**src/rtl/pe_layer_sequencer.sv**
```systemverilog
// Per-PE layer scheduler: clear -> broadcast -> compute -> global barrier, repeated for layer_no layers.
// Optional watchdog enabled by defining PE_LAYER_TIMEOUT_EN.
module pe_layer_sequencer #(
    parameter int PE_IDX      = 0,
    parameter int LAYER_W     = 4,
    parameter int ACT_W       = 10,
    parameter int TIMEOUT_CYC = 4096
) (
    input  logic               clk,
    input  logic               rst,
    input  logic               pe_start_calc,
    input  logic [LAYER_W-1:0] layer_no,
    input  logic [ACT_W-1:0]   exp_act_no,
    input  logic               bcast_done,
    input  logic               act_consumed,
    input  logic               queue_empty,
    input  logic               sync_ack,
    output logic [LAYER_W-1:0] layer_idx,
    output logic               out_act_clear,
    output logic               bcast_start,
    output logic               comp_en_gate,
    output logic               sync_req,
    output logic               layer_done,
    output logic               calc_done,
    output logic               busy,
    output logic               timeout_err
);

    if (LAYER_W < 1 || ACT_W < 1 || TIMEOUT_CYC < 2 || PE_IDX < 0) begin : g_param_check
        $error("pe_layer_sequencer: invalid parameter set");
    end

    typedef enum logic [2:0] {
        S_IDLE,
        S_CLEAR,
        S_BCAST,
        S_COMPUTE,
        S_SYNC,
        S_DONE
    } state_t;

    state_t             state_reg, state_next;
    logic [LAYER_W-1:0] layer_idx_reg, layer_idx_next;
    logic [LAYER_W-1:0] layer_no_reg, layer_no_next;
    logic [ACT_W-1:0]   exp_reg, exp_next;
    logic [ACT_W-1:0]   recv_cnt_reg, recv_cnt_next;
    logic               bcast_seen_reg, bcast_seen_next;
    logic               compute_exit;
    logic               last_layer;

`ifdef PE_LAYER_TIMEOUT_EN
    localparam int WD_W = $clog2(TIMEOUT_CYC);
    logic [WD_W-1:0] wd_cnt_reg, wd_cnt_next;
    logic            wd_expired;
    logic            timeout_fire;
    logic            timeout_err_reg;
`endif

    // Exit decision uses registered progress, so the earliest exit is the cycle after the last event.
    assign compute_exit = bcast_seen_reg && queue_empty &&
                          ((exp_reg == '0) || (recv_cnt_reg == exp_reg));
    assign last_layer   = (layer_idx_reg == (layer_no_reg - LAYER_W'(1)));

    always_ff @(posedge clk) begin
        if (rst) begin
            state_reg      <= S_IDLE;
            layer_idx_reg  <= '0;
            layer_no_reg   <= '0;
            exp_reg        <= '0;
            recv_cnt_reg   <= '0;
            bcast_seen_reg <= 1'b0;
        end else begin
            state_reg      <= state_next;
            layer_idx_reg  <= layer_idx_next;
            layer_no_reg   <= layer_no_next;
            exp_reg        <= exp_next;
            recv_cnt_reg   <= recv_cnt_next;
            bcast_seen_reg <= bcast_seen_next;
        end
    end

    always_comb begin
        state_next      = state_reg;
        layer_idx_next  = layer_idx_reg;
        layer_no_next   = layer_no_reg;
        exp_next        = exp_reg;
        recv_cnt_next   = recv_cnt_reg;
        bcast_seen_next = bcast_seen_reg;
        out_act_clear   = 1'b0;
        bcast_start     = 1'b0;
        comp_en_gate    = 1'b0;
        sync_req        = 1'b0;
        layer_done      = 1'b0;
        calc_done       = 1'b0;
`ifdef PE_LAYER_TIMEOUT_EN
        timeout_fire    = 1'b0;
`endif

        // Progress events are recorded from BCAST onward so an early bcast_done is not lost.
        if (state_reg == S_BCAST || state_reg == S_COMPUTE) begin
            if (act_consumed && (recv_cnt_reg != {ACT_W{1'b1}})) begin
                recv_cnt_next = recv_cnt_reg + 1'b1;
            end
            if (bcast_done) begin
                bcast_seen_next = 1'b1;
            end
        end

        case (state_reg)
            S_IDLE: begin
                if (pe_start_calc) begin
                    layer_no_next = layer_no;
                    state_next    = (layer_no == '0) ? S_DONE : S_CLEAR;
                end
            end
            S_CLEAR: begin
                out_act_clear   = 1'b1;
                exp_next        = exp_act_no;
                recv_cnt_next   = '0;
                bcast_seen_next = 1'b0;
                state_next      = S_BCAST;
            end
            S_BCAST: begin
                bcast_start  = 1'b1;
                comp_en_gate = 1'b1;
                state_next   = S_COMPUTE;
            end
            S_COMPUTE: begin
                comp_en_gate = 1'b1;
                if (compute_exit) begin
                    state_next = S_SYNC;
                end
            end
            S_SYNC: begin
                if (sync_ack) begin
                    layer_done = 1'b1;
                    if (last_layer) begin
                        state_next = S_DONE;
                    end else begin
                        layer_idx_next = layer_idx_reg + 1'b1;
                        state_next     = S_CLEAR;
                    end
                end else begin
                    sync_req = 1'b1;
                end
            end
            S_DONE: begin
                calc_done      = 1'b1;
                layer_idx_next = '0;
                state_next     = S_IDLE;
            end
            default: begin
                state_next = S_IDLE;
            end
        endcase

`ifdef PE_LAYER_TIMEOUT_EN
        // A stalled wait is abandoned without reporting completion.
        if (wd_expired && (state_next == state_reg)) begin
            state_next     = S_IDLE;
            layer_idx_next = '0;
            timeout_fire   = 1'b1;
        end
`endif
    end

    assign layer_idx = layer_idx_reg;
    assign busy      = (state_reg != S_IDLE);

`ifdef PE_LAYER_TIMEOUT_EN
    assign wd_expired = ((state_reg == S_COMPUTE) || (state_reg == S_SYNC)) &&
                        (wd_cnt_reg == WD_W'(TIMEOUT_CYC - 1)) &&
                        !act_consumed && !bcast_done;

    always_comb begin
        wd_cnt_next = wd_cnt_reg + 1'b1;
        if ((state_next != state_reg) || act_consumed || bcast_done) begin
            wd_cnt_next = '0;
        end
    end

    always_ff @(posedge clk) begin
        if (rst) begin
            wd_cnt_reg      <= '0;
            timeout_err_reg <= 1'b0;
        end else begin
            wd_cnt_reg <= wd_cnt_next;
            if (timeout_fire) begin
                timeout_err_reg <= 1'b1;
            end
        end
    end

    assign timeout_err = timeout_err_reg;
`else
    assign timeout_err = 1'b0;
`endif

endmodule
```
**config.mk**
```make
export PLATFORM = sky130hd
export DESIGN_NAME = pe_layer_sequencer
export DESIGN_NICKNAME = d
export VERILOG_FILES = /design/src/rtl/pe_layer_sequencer.sv
export SDC_FILE = /design/constraint.sdc
export NUM_CORES = 1
export LEC_CHECK = 0
export BUFFER_PORTS_ARGS = -buffer_cell sky130_fd_sc_hd__buf_2
export CORE_MARGIN = 5
export CORE_UTILIZATION = 41
export CTS_CLUSTER_SIZE = 24
export DETAILED_ROUTE_END_ITERATION = 10
export GPL_TIMING_DRIVEN = 0
export SLEW_MARGIN = 15
export SYNTH_ARGS = -nofsm -noshare
export SYNTH_HDL_FRONTEND = slang
export SYNTH_SLANG_ARGS = --single-unit
```
**constraint.sdc**
```tcl
create_clock -name clk -period 2.8 [get_ports clk]
set_input_delay 0.28 -clock clk [delete_from_list [all_inputs] [get_ports clk]]
set_output_delay 0.28 -clock clk [all_outputs]
set_load 0.05 [all_outputs]
```
==> results of run 1 <==
[where the power goes]
group / leakage [µW] / switching, µW / internal (µW) / total (µW)
combinational: 0.000525 / 137 / 91.7 / 229
sequential: 0.000260 / 24.2 / 479 / 503
clock: 0.0000645 / 171 / 314 / 484
[final cells by class]
type / instances / area share, %
clock buffer: 7 / 4.77
buffer: 8 / 1.80
tap: 50 / 3.10
sequential: 32 / 31.7
multi-input combinational: 148 / 48.4
inverter: 6 / 1.11
clock inverter: 1 / 1.49
timing repair buffer: 31 / 7.68
[worst min-delay path, stage by stage]
cell     delay [ns]
buf_2          0.07
a21oi_1        0.05
nor2_1         0.07
[Yosys cell counts, types with 3 or more instances]
cell      instances
xnor2_1          14
nor2b_1           5
or4_1             3
nand2_1          11
nand4_1           4
nand3_1           3
nand3b_1          3
nor2_1           34
ha_1              3
xor2_1           12
dfxtp_1          32
inv_1             6
and3_1            3
clkbuf_1          5
a21oi_1           8
nor4_1            6
mux2i_1          14
a31oi_1           5
[stage by stage]
step / setup slack (ns) / instance area, µm² / total power (µW) / instances / hold slack (ns)
floorplan: 0.377 / 1680 / 687 / 194 / 0.418
global placement: 0.913 / 1890 / 743 / 275 / 0.454
detailed placement: 0.927 / 1890 / 745 / 275 / 0.463
CTS: 0.575 / 2020 / 1240 / 283 / 0.207
global route: 0.435 / 2020 / 1280 / 283 / 0.223
finish: 0.580 / 2020 / 1220 / 283 / 0.216
[path summary, 6_finish.rpt]
kind	start	end	cells after the start
max	state_reg[2]	out_act_clear	4
min reg2reg	bcast_seen_reg	bcast_seen_reg	2
max reg2reg	layer_no_reg[0]	layer_idx[3]	7
min	bcast_done	bcast_seen_reg	3
[cells by family after synthesis]
kind of cell / share of synthesized area, %
DFF: 38.2
and+or+nand+nor: 25.3
other: 0.224
adders and majority gates: 2.24
AOI/OAI and AO/OA: 8.58
xor gates and xnor gates: 13.6
muxes: 8.36
buffers and inverters: 3.51
[metal layers]
layer / track usage, % / vias up / wire (µm)
met2: 23.0 / 27 / 1690
met1: 17.9 / 648 / 1640
li1: - / 732 / -
met4: 8.45 / 0 / 70
met5: 0 / - / 0
met3: 4.05 / 7 / 206
==> flow_summary.json, run 1 <==
{
  "path_cells": "clkbuf_1 > nor3b_1 > buf_2 > buf_2",
  "dp_hpwl_mm": 2.75,
  "initialDrtViolationCount": 48,
  "multi_input_area_um2": 977,
  "ctsResizeCount": 0,
  "relSlewSlack_pct": 65.5,
  "final_hold_viol_count": 0,
  "synthesis.instances": 194,
  "status": "complete, no violations",
  "final_common_cell": "nor2_1",
  "final_cell_mix": "nor2_1, buf_2, dfxtp_1",
  "wl_per_cell_um": 12.8,
  "finalSetupViolCount": 0,
  "grt_pass1_vias": 1338,
  "numPortBuffers": 31,
  "max_freq_mhz": 450,
  "finalMaxSlewViolations": 0,
  "yosysSeqAreaShare_pct": 38.2,
  "numCtsBuffers": 5,
  "synth_top_cell_by_area": "dfxtp_1",
  "core-area_mm2": 0.00397,
  "critPathMaxFanout": 10,
  "yosys_register_bits": 32,
  "clkSinkCount": 32,
  "crit_buf_inv": 3,
  "worstSkewPairLatency_ns": 0.28,
  "min_period_over_period_pct": 79.3,
  "synth-async-reset-ratio_pct": 0,
  "grt_first_pass_wirelength_mm": 6.01,
  "grt_max_degree": 11,
  "n_antenna_cell": 0,
  "antenna_found_initial": 0,
  "crit_required_ns": 2.52,
  "power_density_mw_per_mm2": 602,
  "cpMostUsedCell": "buf_2",
  "worst_slew_pin_slew_ns": 0.512,
  "finalSetupTns_ns": 0,
  "cp_slowest_cell": "nor3b_1",
  "cts_setup_buffers": 0,
  "ys.flop_type": "dfxtp_1",
  "cts-root-buf": "clkbuf_8",
  "cts_tree": "yes",
  "cts_hold_buf": 0,
  "regArea_um2": 641,
  "start_util_pct": 42.2,
  "avgSynthCellArea_um2": 8.64,
  "nNetsFinal": 256,
  "grtUsageTotal_pct": 14.6,
  "syn_nets": 218,
  "rsz0062_at_grt": "false",
  "die_area_mm2": 0.00547,
  "maxCapViolCount": 0,
  "post-route-min-period_ns": 2.22,
  "synth_area_leaders": "dfxtp_1, mux2i_1, nor2_1",
  "irDropWorstVdd_uv": 320,
  "vias": 1414,
  "power.leakage_uw": 0.000849,
  "place.gp.congestion": 0.811,
  "crit_family": "buffers and inverters",
  "wirelength_mm": 3.61,
  "worstPathArrival_ns": 1.94,
  "cpPeakStageDelay_ns": 0.45,
  "ant_nets": 0,
  "drt_first_pass_iters": 4,
  "clk_pin_slew_ns": 0.07,
  "die_h_um": 73.9,
  "yosys.area.top_type_share_pct": 38.2,
  "netlist_area_mm2": 0.00168,
  "n_fill_cell": 388,
  "htree_levels": 2,
  "rows": 23,
  "overflow": 0,
  "final_core_util_pct": 50.9,
  "routed_via_density": 5.00,
  "fp.dieW_um": 73.9,
  "cp-start-kind": "flop",
  "synth_enable_flop_cells": 0,
  "hold_path_class": "primary input to flop",
  "synthDistinctLibCells": 34,
  "drc": 0,
  "rrSetupSlack_ns": 0.91,
  "ios": 33,
  "clock_path_buffers": 2,
  "crit_type": "flop to output pin",
  "fin_skew_ns": 0.00338,
  "syn2layout_area_growth_pct": 20.5,
  "worstSetupEndpointType": "output pin",
  "drive_above_1_share_pct": 19.7,
  "ys.warnings.count": 0
}
No activity file was read; power rests on OpenSTA's default activity.
==> run 2, diff against run 1 <==
==> constraint.sdc (replaced) <==
create_clock -name clk -period 2.25 [get_ports clk]
set_input_delay 0.225 -clock clk [delete_from_list [all_inputs] [get_ports clk]]
set_output_delay 0.225 -clock clk [all_outputs]
set_load 0.05 [all_outputs]
==> run 2 against run 1 <==
  * Clock power fell by 2%
  * Register-to-register slack got worse by 0.55 ns
  * Count of clock-buffer cells in the layout did not move
  * Utilization fell by 0.57 points
  * Clock skew rose by 0.0020 ns
  * Wire length rose by 0.72%
  * Die area did not move
  * Flip-flop and latch count did not move
  * Hold slack got worse by 0.043 ns
  * Global-route usage rose by 0.076 points
==> flow_summary.json, run 2 (synthesis gave the netlist of run 1 again) <==
{
  "overflow": 0,
  "routed_via_density": 5.01,
  "finalSetupViolCount": 0,
  "worst_slew_pin_slew_ns": 0.498,
  "swShare_pct": 29.1,
  "worstPathArrival_ns": 1.80,
  "grt_pass1_vias": 1377,
  "core-area_mm2": 0.00397,
  "cts_tree": "yes",
  "ios": 33,
  "switchingPower_uw": 403,
  "grt_first_pass_wirelength_mm": 6.04,
  "die_h_um": 73.9,
  "critPathMaxFanout": 10,
  "grt_max_degree": 11,
  "fp.dieW_um": 73.9,
  "maxCapViolCount": 0,
  "initialDrtViolationCount": 50,
  "pwr-share-seq_pct": 45.2,
  "power_density_mw_per_mm2": 694,
  "syn2layout_area_growth_pct": 19.2,
  "final_cell_mix": "nor2_1, buf_2, dfxtp_1",
  "grtUsageMet1_pct": 17.0,
  "final_hold_viol_count": 0,
  "numCtsBuffers": 5,
  "crit_type": "flop to output pin",
  "post-route-min-period_ns": 2.02,
  "clkSinkCount": 32,
  "drt_first_pass_iters": 4,
  "hold_path_class": "primary input to flop",
  "power.leakage_uw": 0.000839,
  "place.gp.congestion": 0.756,
  "ant_nets": 0,
  "antenna_found_initial": 0,
  "max_freq_mhz": 494,
  "busiest_layer": "met2",
  "worstSkewPairLatency_ns": 0.29,
  "die_area_mm2": 0.00547,
  "rsz0062_at_grt": "false",
  "relSlewSlack_pct": 66.7,
  "n_antenna_cell": 0,
  "status": "complete, no violations",
  "htree_levels": 2,
  "use_met2_pct": 24.7,
  "irDropWorstVdd_uv": 384,
  "cts-root-buf": "clkbuf_8",
  "clk_pin_slew_ns": 0.07,
  "dp_hpwl_mm": 2.80,
  "placed_cells_incl_taps": 275,
  "p_comb_share_pct": 20.6,
  "clockPowerShare_pct": 34.2,
  "finalSetupTns_ns": 0,
  "finalMaxSlewViolations": 0,
  "p_int_uw": 984,
  "cts_hold_buf": 0,
  "drive_above_1_share_pct": 20.3,
  "start_util_pct": 42.2,
  "grtUsageTotal_pct": 14.7,
  "vias": 1412,
  "wirelength_mm": 3.64,
  "fin_skew_ns": 0.00538,
  "cts_setup_buffers": 0,
  "ctsResizeCount": 0,
  "rows": 23,
  "drc": 0,
  "clock_path_buffers": 2,
  "min_period_over_period_pct": 90.0,
  "final_common_cell": "nor2_1",
  "final_core_util_pct": 50.3,
  "instances_no_fill": 282,
  "crit_required_ns": 2.03,
  "nNetsFinal": 256,
  "cp-start-kind": "flop",
  "grtUsageMet3_pct": 4.32,
  "numPortBuffers": 31,
  "worstSetupEndpointType": "output pin",
  "wl_per_cell_um": 12.9
}
run 2: critical path, stage by stage (launching register included):
cell and delay [ns]:
dfxtp_1 0.31, clkbuf_1 0.23, nor3b_2 0.32, buf_2 0.33, buf_2 0.32
run 2: final timing paths:
| path | slack, ns | cells past startpoint | end | from |
|---|---|---|---|---|
| worst min-delay path | 0.17 | 3 | bcast_seen_reg | bcast_done |
| worst max-delay path | 0.23 | 4 | out_act_clear | state_reg[2] |
| worst min register to register | 0.47 | 2 | bcast_seen_reg | bcast_seen_reg |
| worst max register to register | 0.36 | 7 | layer_idx[3] | layer_no_reg[0] |
run 2: power groups by stage:
stage	Sequential (µW)	Combinational, µW	Clock (µW)
global route	631	319	508
floorplan	632	224	0
CTS	628	289	494
finish	628	285	474
global placement	640	285	0
detailed placement	640	288	0
run 2: metal layers:
| layer | up-vias | share of wire [%] |
|---|---|---|
| met5 | - | 0 |
| met3 | 7 | 7.4 |
| li1 | 734 | - |
| met4 | 0 | 1.9 |
| met2 | 40 | 47 |
| met1 | 631 | 44 |
run 2: cell type report:
cell class / instances / area [µm²]
inverter: 6 / 22.5
multi-input combinational: 148 / 985
buffer: 8 / 36.3
sequential: 32 / 641
clock buffer: 7 / 96.3
timing repair buffer: 31 / 155
tap: 50 / 62.6
fill: 396 / 1970
run 2: stage by stage:
step                      hold WS, ns  instance area [µm²]  total power (µW)  worst slack [ns]
after floorplan                 0.363                 1680               856             0.190
after global placement          0.451                 1900               925             0.355
after detailed placement        0.462                 1900               929             0.348
after CTS                       0.163                 1990              1410            0.0929
after global routing            0.189                 2000              1460             0.117
final                           0.173                 2000              1390             0.226
==> run 3, diff against run 2 <==
--- a/config.mk
+++ b/config.mk
@@ -6,8 +6,10 @@
 export NUM_CORES = 1
 export LEC_CHECK = 0
 export BUFFER_PORTS_ARGS = -buffer_cell sky130_fd_sc_hd__buf_2
+export CORE_ASPECT_RATIO = 1.25
 export CORE_MARGIN = 5
 export CORE_UTILIZATION = 41
+export CTS_BUF_LIST = sky130_fd_sc_hd__clkbuf_2 sky130_fd_sc_hd__clkbuf_4 sky130_fd_sc_hd__clkbuf_8
 export CTS_CLUSTER_SIZE = 24
 export DETAILED_ROUTE_END_ITERATION = 10
 export GPL_TIMING_DRIVEN = 0
==> run 3 against run 2 <==
  * Final cell count rose by 2.1%
  * Sequential power barely moved
  * First-iteration DRC count rose by 34%
  * Register-to-register slack got worse by 0.02 ns
  * Total power fell by 3.9%
  * Global-route usage rose by 0.27 points
  * Via count rose by 0.85%
  * Count of clock-buffer cells in the layout fell by 1
  * Setup slack improved by 0.029 ns
  * Flip-flop and latch count did not move
  * Wire length fell by 1.5%
  * Combinational power barely moved
  * Critical path type unchanged
==> flow_summary.json, run 3 (synthesis gave the netlist of run 1 again) <==
{
  "final_hold_viol_count": 0,
  "holdPathStages": 3,
  "nNetsFinal": 256,
  "clock_path_buffers": 2,
  "cts_tree": "yes",
  "ctsResizeCount": 0,
  "fp.dieW_um": 67.2,
  "max_freq_mhz": 501,
  "finalMaxSlewViolations": 0,
  "overflow": 0,
  "grt_max_degree": 11,
  "vias": 1424,
  "cts_setup_buffers": 0,
  "relSlewSlack_pct": 66.8,
  "irDropWorstVdd_uv": 463,
  "syn2layout_area_growth_pct": 18.7,
  "hold_path_class": "primary input to flop",
  "worst_slew_pin_slew_ns": 0.496,
  "status": "complete, no violations",
  "finalSetupViolCount": 0,
  "grt_first_pass_wirelength_mm": 6.13,
  "die_h_um": 81.5,
  "min_period_over_period_pct": 88.7,
  "worstSetupEndpointType": "output pin",
  "maxCapViolCount": 0,
  "n_antenna_cell": 0,
  "place.gp.congestion": 0.792,
  "cts-root-buf": "clkbuf_8",
  "cts_hold_buf": 0,
  "fin_skew_ns": 0.00823,
  "multi_input_area_um2": 985,
  "antenna_found_initial": 0,
  "start_util_pct": 41.6,
  "numCtsBuffers": 5,
  "instances_no_fill": 288,
  "drt_first_pass_iters": 4,
  "place_area_mm2": 0.00190,
  "ios": 33,
  "critPathMaxFanout": 10,
  "final_core_util_pct": 49.3,
  "worstPathArrival_ns": 1.77,
  "rsz0062_at_grt": "false",
  "dp_hpwl_mm": 2.75,
  "wirelength_mm": 3.58,
  "n_fill_cell": 434,
  "crit_type": "flop to output pin",
  "power.leakage_uw": 0.000833,
  "clk_pin_slew_ns": 0.07,
  "worstSkewPairLatency_ns": 0.28,
  "drc": 0,
  "numPortBuffers": 31,
  "grt_pass1_vias": 1350,
  "core-area_mm2": 0.00403,
  "placed_cells_incl_taps": 281,
  "rows": 26,
  "htree_levels": 2,
  "wl_per_cell_um": 12.4,
  "final_common_cell": "nor2_1",
  "cp-start-kind": "flop",
  "power_density_mw_per_mm2": 670,
  "crit_required_ns": 2.03,
  "routed_via_density": 4.94,
  "reg2reg_depth": 6,
  "final_cell_mix": "nor2_1, buf_2, dfxtp_1",
  "initialDrtViolationCount": 67,
  "ant_nets": 0,
  "regArea_um2": 641,
  "finalSetupTns_ns": 0,
  "drive_above_1_share_pct": 20.3,
  "die_area_mm2": 0.00548,
  "grtUsageTotal_pct": 15.0,
  "post-route-min-period_ns": 2.00,
  "final_area_mm2": 0.00199,
  "clkSinkCount": 32,
  "holdWs_ns": 0.178
}
[run 3: cell types whose count changed in the layout (fill, tap and decap cells not counted)]
cell,before,now
clkbuf_8,7,5
clkbuf_4,0,1
clkinv_2,0,1
[run 3: worst max-delay path: stages (launching register included)]
cell and delay (ns):
dfxtp_1 0.31, clkbuf_1 0.23, nor3b_2 0.30, buf_2 0.32
buf_2 0.32
[run 3: cell type report]
| cell class | instances | area share [%] |
|---|---|---|
| Timing Repair Buffer | 31 | 7.79 |
| Buffer | 8 | 1.82 |
| Clock inverter | 1 | 0.251 |
| Sequential cell | 32 | 32.2 |
| Multi-Input combinational cell | 148 | 49.5 |
| Inverter | 6 | 1.13 |
| Clock buffer | 6 | 3.83 |
| Tap cell | 56 | 3.52 |
[run 3: path summary, 6_finish.rpt]
kind                                 startpoint        endpoint  slack (ns)
worst max register to register  layer_no_reg[0]    state_reg[2]        0.34
worst max-delay path               state_reg[2]   out_act_clear        0.25
worst min register to register   bcast_seen_reg  bcast_seen_reg        0.47
worst min-delay path                 bcast_done  bcast_seen_reg        0.18
[run 3: metal layers]
metal	GRT usage [%]	vias up	wire length, µm
li1	-	741	-
met1	16.8	652	1520
met2	25.6	24	1810
met3	4.65	7	171
met4	6.90	0	87
met5	0	-	0
[run 3: through the flow]
step           setup slack (ns)  total power, µW
6_report                  0.255             1330
5_1_grt                   0.111             1410
4_1_cts                   0.115             1350
3_5_place_dp              0.317              926
3_3_place_gp              0.304              924
2_1_floorplan             0.190              856
[run 3: power breakdown]
group	total, µW	internal [µW]	switching (µW)
registers	625	596	29.0
logic	286	115	170
clock network	422	222	200
total	1330	934	399
